File: src/rtl/lspc_timer_multi_if.sv
// CPU-side bus for lspc_timer_multi: register write strobes and data,
// per-channel IRQ acknowledge, and the IRQ / live-counter outputs.
//   M68K_DATA  16-bit write data
//   WR_SEL     channel select for writes
//   WR_LOW     write reload bits 15:0
//   WR_HIGH    write reload bits 31:16 (ignored for 16-bit counters)
//   WR_CTRL    write control bits 5:0
//   IRQ_ACK    per-channel pending-flag clear strobes
//   IRQ        per-channel interrupt request (pending & enabled)
//   CNT        live counter values, channel 0 in the LSBs
interface lspc_timer_multi_if #(
  parameter int unsigned NCH   = 2,
  parameter int unsigned WIDTH = 32
);
  logic [15:0]          M68K_DATA;
  logic [1:0]           WR_SEL;
  logic                 WR_LOW;
  logic                 WR_HIGH;
  logic                 WR_CTRL;
  logic [NCH-1:0]       IRQ_ACK;
  logic [NCH-1:0]       IRQ;
  logic [NCH*WIDTH-1:0] CNT;

  modport master (
    output M68K_DATA, WR_SEL, WR_LOW, WR_HIGH, WR_CTRL, IRQ_ACK,
    input  IRQ, CNT
  );

  modport slave (
    input  M68K_DATA, WR_SEL, WR_LOW, WR_HIGH, WR_CTRL, IRQ_ACK,
    output IRQ, CNT
  );
endinterface

File: src/rtl/lspc_timer_multi.sv
// Multi-channel LSPC raster/IRQ timer: NCH independent WIDTH-bit down-counters
// ticked by the 6 MHz pixel enable, each with write / frame / auto reload,
// one-shot mode, raster-stop gating and a sticky acknowledged IRQ.
//   CLK           system clock
//   nRESETP       asynchronous active-low reset
//   LSPC_EN_6M_N  count / reload tick strobe
//   LSPC_EN_6M_P  input sampling strobe (FRAME_IN, STOP_REQ)
//   FRAME_IN      vblank level; rising edge is the frame reload event
//   STOP_REQ      decoded raster-stop condition
//   bus           CPU register writes, IRQ acknowledge, IRQ and CNT outputs
module lspc_timer_multi #(
  parameter int unsigned NCH        = 2,
  parameter int unsigned WIDTH      = 32,
  parameter int unsigned RELOAD_DLY = 2
) (
  input  logic                   CLK,
  input  logic                   nRESETP,
  input  logic                   LSPC_EN_6M_N,
  input  logic                   LSPC_EN_6M_P,
  input  logic                   FRAME_IN,
  input  logic                   STOP_REQ,
  lspc_timer_multi_if.slave      bus
);

  logic [WIDTH-1:0] reload_q [NCH];
  logic [WIDTH-1:0] reload_d [NCH];
  logic [WIDTH-1:0] cnt_q    [NCH];
  logic [WIDTH-1:0] cnt_d    [NCH];
  logic [5:0]       ctrl_q   [NCH];
  logic [5:0]       ctrl_d   [NCH];
  logic [1:0]       dly_q    [NCH];
  logic [1:0]       dly_d    [NCH];
  logic [NCH-1:0]   run_q, run_d;
  logic [NCH-1:0]   pend_q, pend_d;
  logic [NCH-1:0]   irq_q, irq_d;
  logic [NCH-1:0]   wrap_q, wrap_d;
  logic             fs1_q, fs1_d, fs2_q, fs2_d, fs3_q, fs3_d;
  logic             frame_pend_q, frame_pend_d;
  logic             stop_q, stop_d;

  always_comb begin
    logic [31:0] rl_ext;
    logic        hit, arm, wr_fire, fr_fire, gated, expire;

    fs1_d        = fs1_q;
    fs2_d        = fs2_q;
    fs3_d        = fs3_q;
    stop_d       = stop_q;
    frame_pend_d = frame_pend_q;
    rl_ext       = '0;
    hit          = 1'b0;
    arm          = 1'b0;
    wr_fire      = 1'b0;
    fr_fire      = 1'b0;
    gated        = 1'b0;
    expire       = 1'b0;

    // Frame edge pending is consumed by the next count tick; a new edge
    // detected in the same CLK takes precedence over the clear.
    if (LSPC_EN_6M_N) frame_pend_d = 1'b0;
    if (LSPC_EN_6M_P) begin
      fs1_d  = FRAME_IN;
      fs2_d  = fs1_q;
      fs3_d  = fs2_q;
      stop_d = STOP_REQ;
      if (fs2_q && !fs3_q) frame_pend_d = 1'b1;
    end

    for (int unsigned i = 0; i < NCH; i++) begin
      reload_d[i] = reload_q[i];
      cnt_d[i]    = cnt_q[i];
      ctrl_d[i]   = ctrl_q[i];
      dly_d[i]    = dly_q[i];
      run_d[i]    = run_q[i];
      wrap_d[i]   = wrap_q[i];

      hit = (bus.WR_SEL == 2'(i));

      if (hit && bus.WR_CTRL) ctrl_d[i] = bus.M68K_DATA[5:0];

      // Build the reload word at 32 bits and truncate, so the high half
      // simply vanishes for 16-bit counters.
      rl_ext = '0;
      rl_ext[WIDTH-1:0] = reload_q[i];
      if (hit && bus.WR_LOW)  rl_ext[15:0]  = bus.M68K_DATA;
      if (hit && bus.WR_HIGH) rl_ext[31:16] = bus.M68K_DATA;
      reload_d[i] = WIDTH'(rl_ext);

      // Write-reload delay: counts down on each tick, fires on reaching the
      // last stage. A fresh write restarts it, suppressing a coincident fire.
      arm     = hit && bus.WR_LOW && ctrl_q[i][0];
      wr_fire = LSPC_EN_6M_N && (dly_q[i] == 2'd1) && !arm;
      if (LSPC_EN_6M_N && (dly_q[i] != 2'd0)) dly_d[i] = dly_q[i] - 2'd1;
      if (arm) dly_d[i] = 2'(RELOAD_DLY);

      fr_fire = LSPC_EN_6M_N && frame_pend_q && ctrl_q[i][1];
      gated   = LSPC_EN_6M_N && run_q[i] && !(ctrl_q[i][5] && stop_q);
      // wrap_q marks a plain expiry that held CNT at 0; the following tick
      // wraps to all-ones instead of expiring again.
      expire  = gated && (cnt_q[i] == '0) && !wrap_q[i];

      if (wr_fire || fr_fire) begin
        cnt_d[i]  = reload_q[i];
        run_d[i]  = 1'b1;
        wrap_d[i] = 1'b0;
      end else if (expire) begin
        if (ctrl_q[i][2])      cnt_d[i]  = reload_q[i];
        else if (ctrl_q[i][3]) run_d[i]  = 1'b0;
        else                   wrap_d[i] = 1'b1;
      end else if (gated) begin
        cnt_d[i]  = cnt_q[i] - 1'b1;
        wrap_d[i] = 1'b0;
      end

      pend_d[i] = (pend_q[i] && !bus.IRQ_ACK[i]) || expire;
      irq_d[i]  = pend_q[i] && ctrl_q[i][4];
    end
  end

  always_ff @(posedge CLK or negedge nRESETP) begin
    if (!nRESETP) begin
      for (int unsigned i = 0; i < NCH; i++) begin
        reload_q[i] <= '0;
        cnt_q[i]    <= '0;
        ctrl_q[i]   <= '0;
        dly_q[i]    <= '0;
      end
      run_q        <= '0;
      pend_q       <= '0;
      irq_q        <= '0;
      wrap_q       <= '0;
      fs1_q        <= 1'b0;
      fs2_q        <= 1'b0;
      fs3_q        <= 1'b0;
      frame_pend_q <= 1'b0;
      stop_q       <= 1'b0;
    end else begin
      for (int unsigned i = 0; i < NCH; i++) begin
        reload_q[i] <= reload_d[i];
        cnt_q[i]    <= cnt_d[i];
        ctrl_q[i]   <= ctrl_d[i];
        dly_q[i]    <= dly_d[i];
      end
      run_q        <= run_d;
      pend_q       <= pend_d;
      irq_q        <= irq_d;
      wrap_q       <= wrap_d;
      fs1_q        <= fs1_d;
      fs2_q        <= fs2_d;
      fs3_q        <= fs3_d;
      frame_pend_q <= frame_pend_d;
      stop_q       <= stop_d;
    end
  end

  always_comb begin
    bus.IRQ = irq_q;
    bus.CNT = '0;
    for (int unsigned i = 0; i < NCH; i++) bus.CNT[i*WIDTH +: WIDTH] = cnt_q[i];
  end

endmodule

File: src/flat_wrapper.sv
// flat-port wrapper written by rule: the top's interface ports become plain ports
module lspc_timer_multi_flat 
#(
  parameter int unsigned NCH        = 2,
  parameter int unsigned WIDTH      = 32,
  parameter int unsigned RELOAD_DLY = 2
)
  (CLK, nRESETP, LSPC_EN_6M_N, LSPC_EN_6M_P, FRAME_IN, STOP_REQ, bus_M68K_DATA, bus_WR_SEL, bus_WR_LOW, bus_WR_HIGH, bus_WR_CTRL, bus_IRQ_ACK, bus_IRQ, bus_CNT);
  lspc_timer_multi_if #(.NCH(NCH), .WIDTH(WIDTH)) bus_i ();
  input  logic CLK;
  input  logic nRESETP;
  input  logic LSPC_EN_6M_N;
  input  logic LSPC_EN_6M_P;
  input  logic FRAME_IN;
  input  logic STOP_REQ;
  input wire logic [$bits(bus_i.M68K_DATA)-1:0] bus_M68K_DATA;
  input wire logic [$bits(bus_i.WR_SEL)-1:0] bus_WR_SEL;
  input wire logic [$bits(bus_i.WR_LOW)-1:0] bus_WR_LOW;
  input wire logic [$bits(bus_i.WR_HIGH)-1:0] bus_WR_HIGH;
  input wire logic [$bits(bus_i.WR_CTRL)-1:0] bus_WR_CTRL;
  input wire logic [$bits(bus_i.IRQ_ACK)-1:0] bus_IRQ_ACK;
  output wire logic [$bits(bus_i.IRQ)-1:0] bus_IRQ;
  output wire logic [$bits(bus_i.CNT)-1:0] bus_CNT;
  assign bus_i.M68K_DATA = bus_M68K_DATA;
  assign bus_i.WR_SEL = bus_WR_SEL;
  assign bus_i.WR_LOW = bus_WR_LOW;
  assign bus_i.WR_HIGH = bus_WR_HIGH;
  assign bus_i.WR_CTRL = bus_WR_CTRL;
  assign bus_i.IRQ_ACK = bus_IRQ_ACK;
  assign bus_IRQ = bus_i.IRQ;
  assign bus_CNT = bus_i.CNT;
  lspc_timer_multi #(.NCH(NCH), .WIDTH(WIDTH), .RELOAD_DLY(RELOAD_DLY)) u_core (.CLK(CLK), .nRESETP(nRESETP), .LSPC_EN_6M_N(LSPC_EN_6M_N), .LSPC_EN_6M_P(LSPC_EN_6M_P), .FRAME_IN(FRAME_IN), .STOP_REQ(STOP_REQ), .bus(bus_i));
endmodule
File: config.mk
export PLATFORM = sky130hd
export DESIGN_NAME = lspc_timer_multi_flat
export DESIGN_NICKNAME = d
export VERILOG_FILES = /design/src/rtl/lspc_timer_multi_if.sv /design/src/rtl/lspc_timer_multi.sv /design/src/flat_wrapper.sv
export SDC_FILE = /design/constraint.sdc
export NUM_CORES = 1
export LEC_CHECK = 0
export ABC_AREA = 1
export CAP_MARGIN = 15
export CORE_ASPECT_RATIO = 2
export CORE_MARGIN = 1.5
export CORE_UTILIZATION = 45
export DETAILED_ROUTE_END_ITERATION = 8
export HOLD_SLACK_MARGIN = 0.05
export PLACE_DENSITY = 0.68
export SLEW_MARGIN = 20
export SYNTH_ARGS = -nofsm -noshare
export SYNTH_HDL_FRONTEND = slang
export SYNTH_SLANG_ARGS = --single-unit
File: constraint.sdc
create_clock -name CLK -period 1.8 [get_ports CLK]
set_input_delay 0.36 -clock CLK [delete_from_list [all_inputs] [get_ports CLK]]
set_output_delay 0.36 -clock CLK [all_outputs]
set_load 0.005 [all_outputs]
==> qor.csv <==
stage;metric;value;unit
drt;Remaining DRCs;0;
sta;max frequency;472;MHz
flow_run;Max Cap Violations;0;
setup_path;Reg2Reg Depth;11;
setup_path;crit path DAT;2.43;ns
place;# placed instances;1690;
cells_and_area;fill count;1252;
clocking;TritonCTS clock tree;built;
global_route;vias in the first global route;9388;
global_route;largest net degree at the start of global routing;47;
worst_hold_path;Hold Path Stages;3;
setup_path;crit-path max FO;5;
global_route;Congestion Overflow GR;0;
logic_synthesis;Post-Synthesis Net Count;1246;
clocking;TritonCTS buffer count;17;
drt;via count;10200;
floorplanning;die width;102;µm
sta;Worst Tran Pin Value;0.495;ns
cells_and_area;Final #Nets;1584;
sta;Worst Skew;0.0144;ns
place;dpl ws;-0.892;ns
clocking;# H-tree levels;4;
drt;wirelength, routed;36600;µm
floorplanning;Chip Height;200;µm
drt;Routed Antenna Nets;0;
cells_and_area;Final Non-Filler Cells;1817;
setup_path;Setup crit start;u_core.bus.CNT[28];
setup_path;required time worst endpoint;2.11;ns
clocking;CTS clk-pin slew, worst paths;0.07;ns
sta;final worst setup slack;-0.319;ns
place;Final GP Congestion;0.903;
floorplanning;Die ar.;0.0203;mm²
place;hpwl dp;19900;µm
cells_and_area;fin util;75.1;%
setup_path;crit end category;register;
sta;Rel. slew slack;67.0;%
logic_synthesis;Unique masters post-synth;35;
power_and_ir_drop;Peak supply drop;1.28;mV
logic_synthesis;Yosys reg bits;157;
cells_and_area;fraction of layout cells with a size suffix above 1;32.8;%
sta;Final Max Tran Viols;0;
drt;drt initial violations;759;
sta;Final Critical Period;2.12;ns
sta;final setup violation count;66;
floorplanning;# rows;71;
sta;hold slack;0.296;ns
clocking;Worst-Skew Late Latency;0.43;ns
clocking;CTS max path bufs;2;
logic_synthesis;top_reg_cell synth;dfrtp_1;
logic_synthesis;FFs w/ async S/R, synth;100;%
outcome;status;complete, but fails checks;
global_route;first-pass GRT wire length;48200;µm
power_and_ir_drop;LEAKAGE;7.71;nW
outcome;failing checks;setup timing;
drt;per-cell routed wire length;20.2;µm
place;IO buf count;94;
sta;Hold Fails Final Rpt;0;
clocking;Root Driver;clkbuf_16;
logic_synthesis;post-synthesis sequential area ratio;45.0;%
worst_hold_path;Hold Path Class;input pin to register;
drt;DR pass1 iterations;6;
setup_path;Crit Reg-Reg Endpoint;u_core.bus.CNT[28];
setup_path;Setup CP Type;register to register;
setup_path;reg2reg start;u_core.bus.CNT[28];
sta;period utilization;118;%
cells_and_area;Layout Area Growth over Synthesis;62.7;%
floorplanning;IO Count;95;
setup_path;Critical Path Sink;u_core.bus.CNT[28];
setup_path;register-to-register setup slack;-0.32;ns
floorplanning;core area;0.0189;mm²
logic_synthesis;Syn Std Cell Area;0.00873;mm²
logic_synthesis;Mapped Cells;1211;
clocking;clock net sink count;157;
sta;RSZ-0062 raised after global routing;yes;
global_route;GRT Total Usage;31.7;%
logic_synthesis;average cell area after synthesis;7.21;µm²
setup_path;startpoint types;register;
logic_synthesis;Post-synth EDFFs;0;
global_route;antenna violations before repair;0;
floorplanning;Starting Density;46.2;%
drt;Vias/cell;5.64;
cells_and_area;# diodes;0;
logic_synthesis;Synth warnings;0;
power_and_ir_drop;power per cell area;1640;mW/mm²
## Yosys cell counts (4+ instances only)
library cell / count / area, µm²
a21oi_1: 4 / 20.0
buf_2: 8 / 40.0
buf_4: 11 / 82.6
buf_6: 7 / 78.8
clkbuf_1: 16 / 60.1
dfrtp_1: 157 / 3930
ha_1: 6 / 75.1
inv_1: 119 / 447
inv_2: 6 / 22.5
nand2_1: 449 / 1690
nand2_2: 4 / 25.0
nand3_1: 70 / 350
nand3b_1: 4 / 30.0
nand4_1: 34 / 213
nor2_1: 117 / 439
nor2_2: 17 / 106
o21ai_0: 107 / 536
o21ai_1: 16 / 80.1
or2_2: 6 / 37.5
xnor2_1: 13 / 114
xor2_1: 17 / 149
## cell type report
type	count	area [µm²]	area share [%]
inverter	125	484	3.41
multi-input combinational	887	4930	34.7
clock buffer	18	439	3.09
timing repair buffer	361	3950	27.8
sequential	157	3930	27.7
tap	255	319	2.25
clock inverter	14	161	1.14
## cell usage in the layout, fill, tap and decap left out, types with 4 or more instances in the layout
cell               n
inv_6              5
buf_6             51
ha_1               4
xnor2_1           13
nor2_2            32
xor2_1            17
inv_8              7
dlygate4sd2_1     18
nor2_1            82
nand4_1           34
or2_2              6
inv_1            112
o21ai_2           13
clkbuf_16         28
buf_16             9
buf_12            26
nand2_2           52
buf_4            167
dfrtp_1          156
clkdlybuf4s50_1   30
nand2_1          364
dlymetal6s2s_1    45
o21ai_0           97
nand2_4           36
nor2_4            24
nand3b_1           4
inv_2             11
nand3_1           51
nand3_2           19
o21ai_1           13
## layer usage
layer / wire length (µm) / up-vias / track usage (%)
met5: 0 / - / 0
met2: 18600 / 665 / 57.9
met3: 2650 / 276 / 4.21
li1: - / 4501 / -
met4: 4020 / 0 / 23.9
met1: 11400 / 4801 / 31.6
## worst min-delay path by stage
stage / from / endpoint
final: bus_WR_LOW / u_core.dly_q[2]
after global routing: bus_WR_LOW / u_core.dly_q[2]
after CTS: nRESETP / u_core.bus.CNT[53]
after detailed placement: nRESETP / u_core.bus.CNT[53]
after global placement: nRESETP / u_core.bus.CNT[53]
after floorplan: nRESETP / u_core.bus.CNT[0]
## registers in the layout (all words and copies together), names as in the netlist
| name | count |
|---|---|
| u_core.fs1_q | 1 |
| u_core.ctrl_q | 12 |
| u_core.reload_q | 64 |
| u_core.bus.CNT | 64 |
| u_core.pend_q | 2 |
| u_core.stop_q | 1 |
| u_core.wrap_q | 2 |
| u_core.dly_q | 4 |
| u_core.frame_pend_q | 1 |
| u_core.fs3_q | 1 |
| u_core.bus.IRQ | 2 |
| u_core.run_q | 2 |
| u_core.fs2_q | 1 |
## cell families (layout without fill, tap and decap cells)
kind of cell,Yosys count,in the layout,synth area share (%)
simple gates,713,714,34.6
compound gates,136,136,8.04
buf+inv,168,518,8.41
xor+xnor,30,30,3.01
mux,1,1,0.129
fa+ha+maj,6,6,0.859
flops,157,157,45.0
## report_power, final
group / internal [mW] / switching, mW
clock network: 2.04 / 1.75
registers: 4.52 / 0.841
logic: 6.79 / 7.33
total: 13.3 / 9.92
## per-stage QoR
stage | power (mW) | cell area [µm²] | setup TNS (ns)
2_1_floorplan | 10.1 | 8730 | 0
3_3_place_gp | 14.9 | 11200 | -40.16
3_5_place_dp | 15.1 | 11200 | -42.75
4_1_cts | 20.4 | 12800 | -5.54
5_1_grt | 24.4 | 14200 | -15.82
6_report | 23.3 | 14200 | -12.23
## critical path: stages, from the launching register on
cell and delay (ns):
dfrtp_1 0.41, nor2_1 0.20, buf_4 0.17, nand4_1 0.13
nor3_4 0.25, nand2_8 0.11, nand2_8 0.10, buf_12 0.14
buf_16 0.14, nand2_1 0.13, nand3_2 0.15, nand2_1 0.07
## repair_timing
action,CTS,global route
endpoints found under the hold margin,41,0
cloned,12,12
hold buffers,1,0
gates resized for setup,130,252
pin swaps,24,70
setup endpoints to repair,88,109
buffers inserted,31,45
Power figures use the tool's default switching activity.
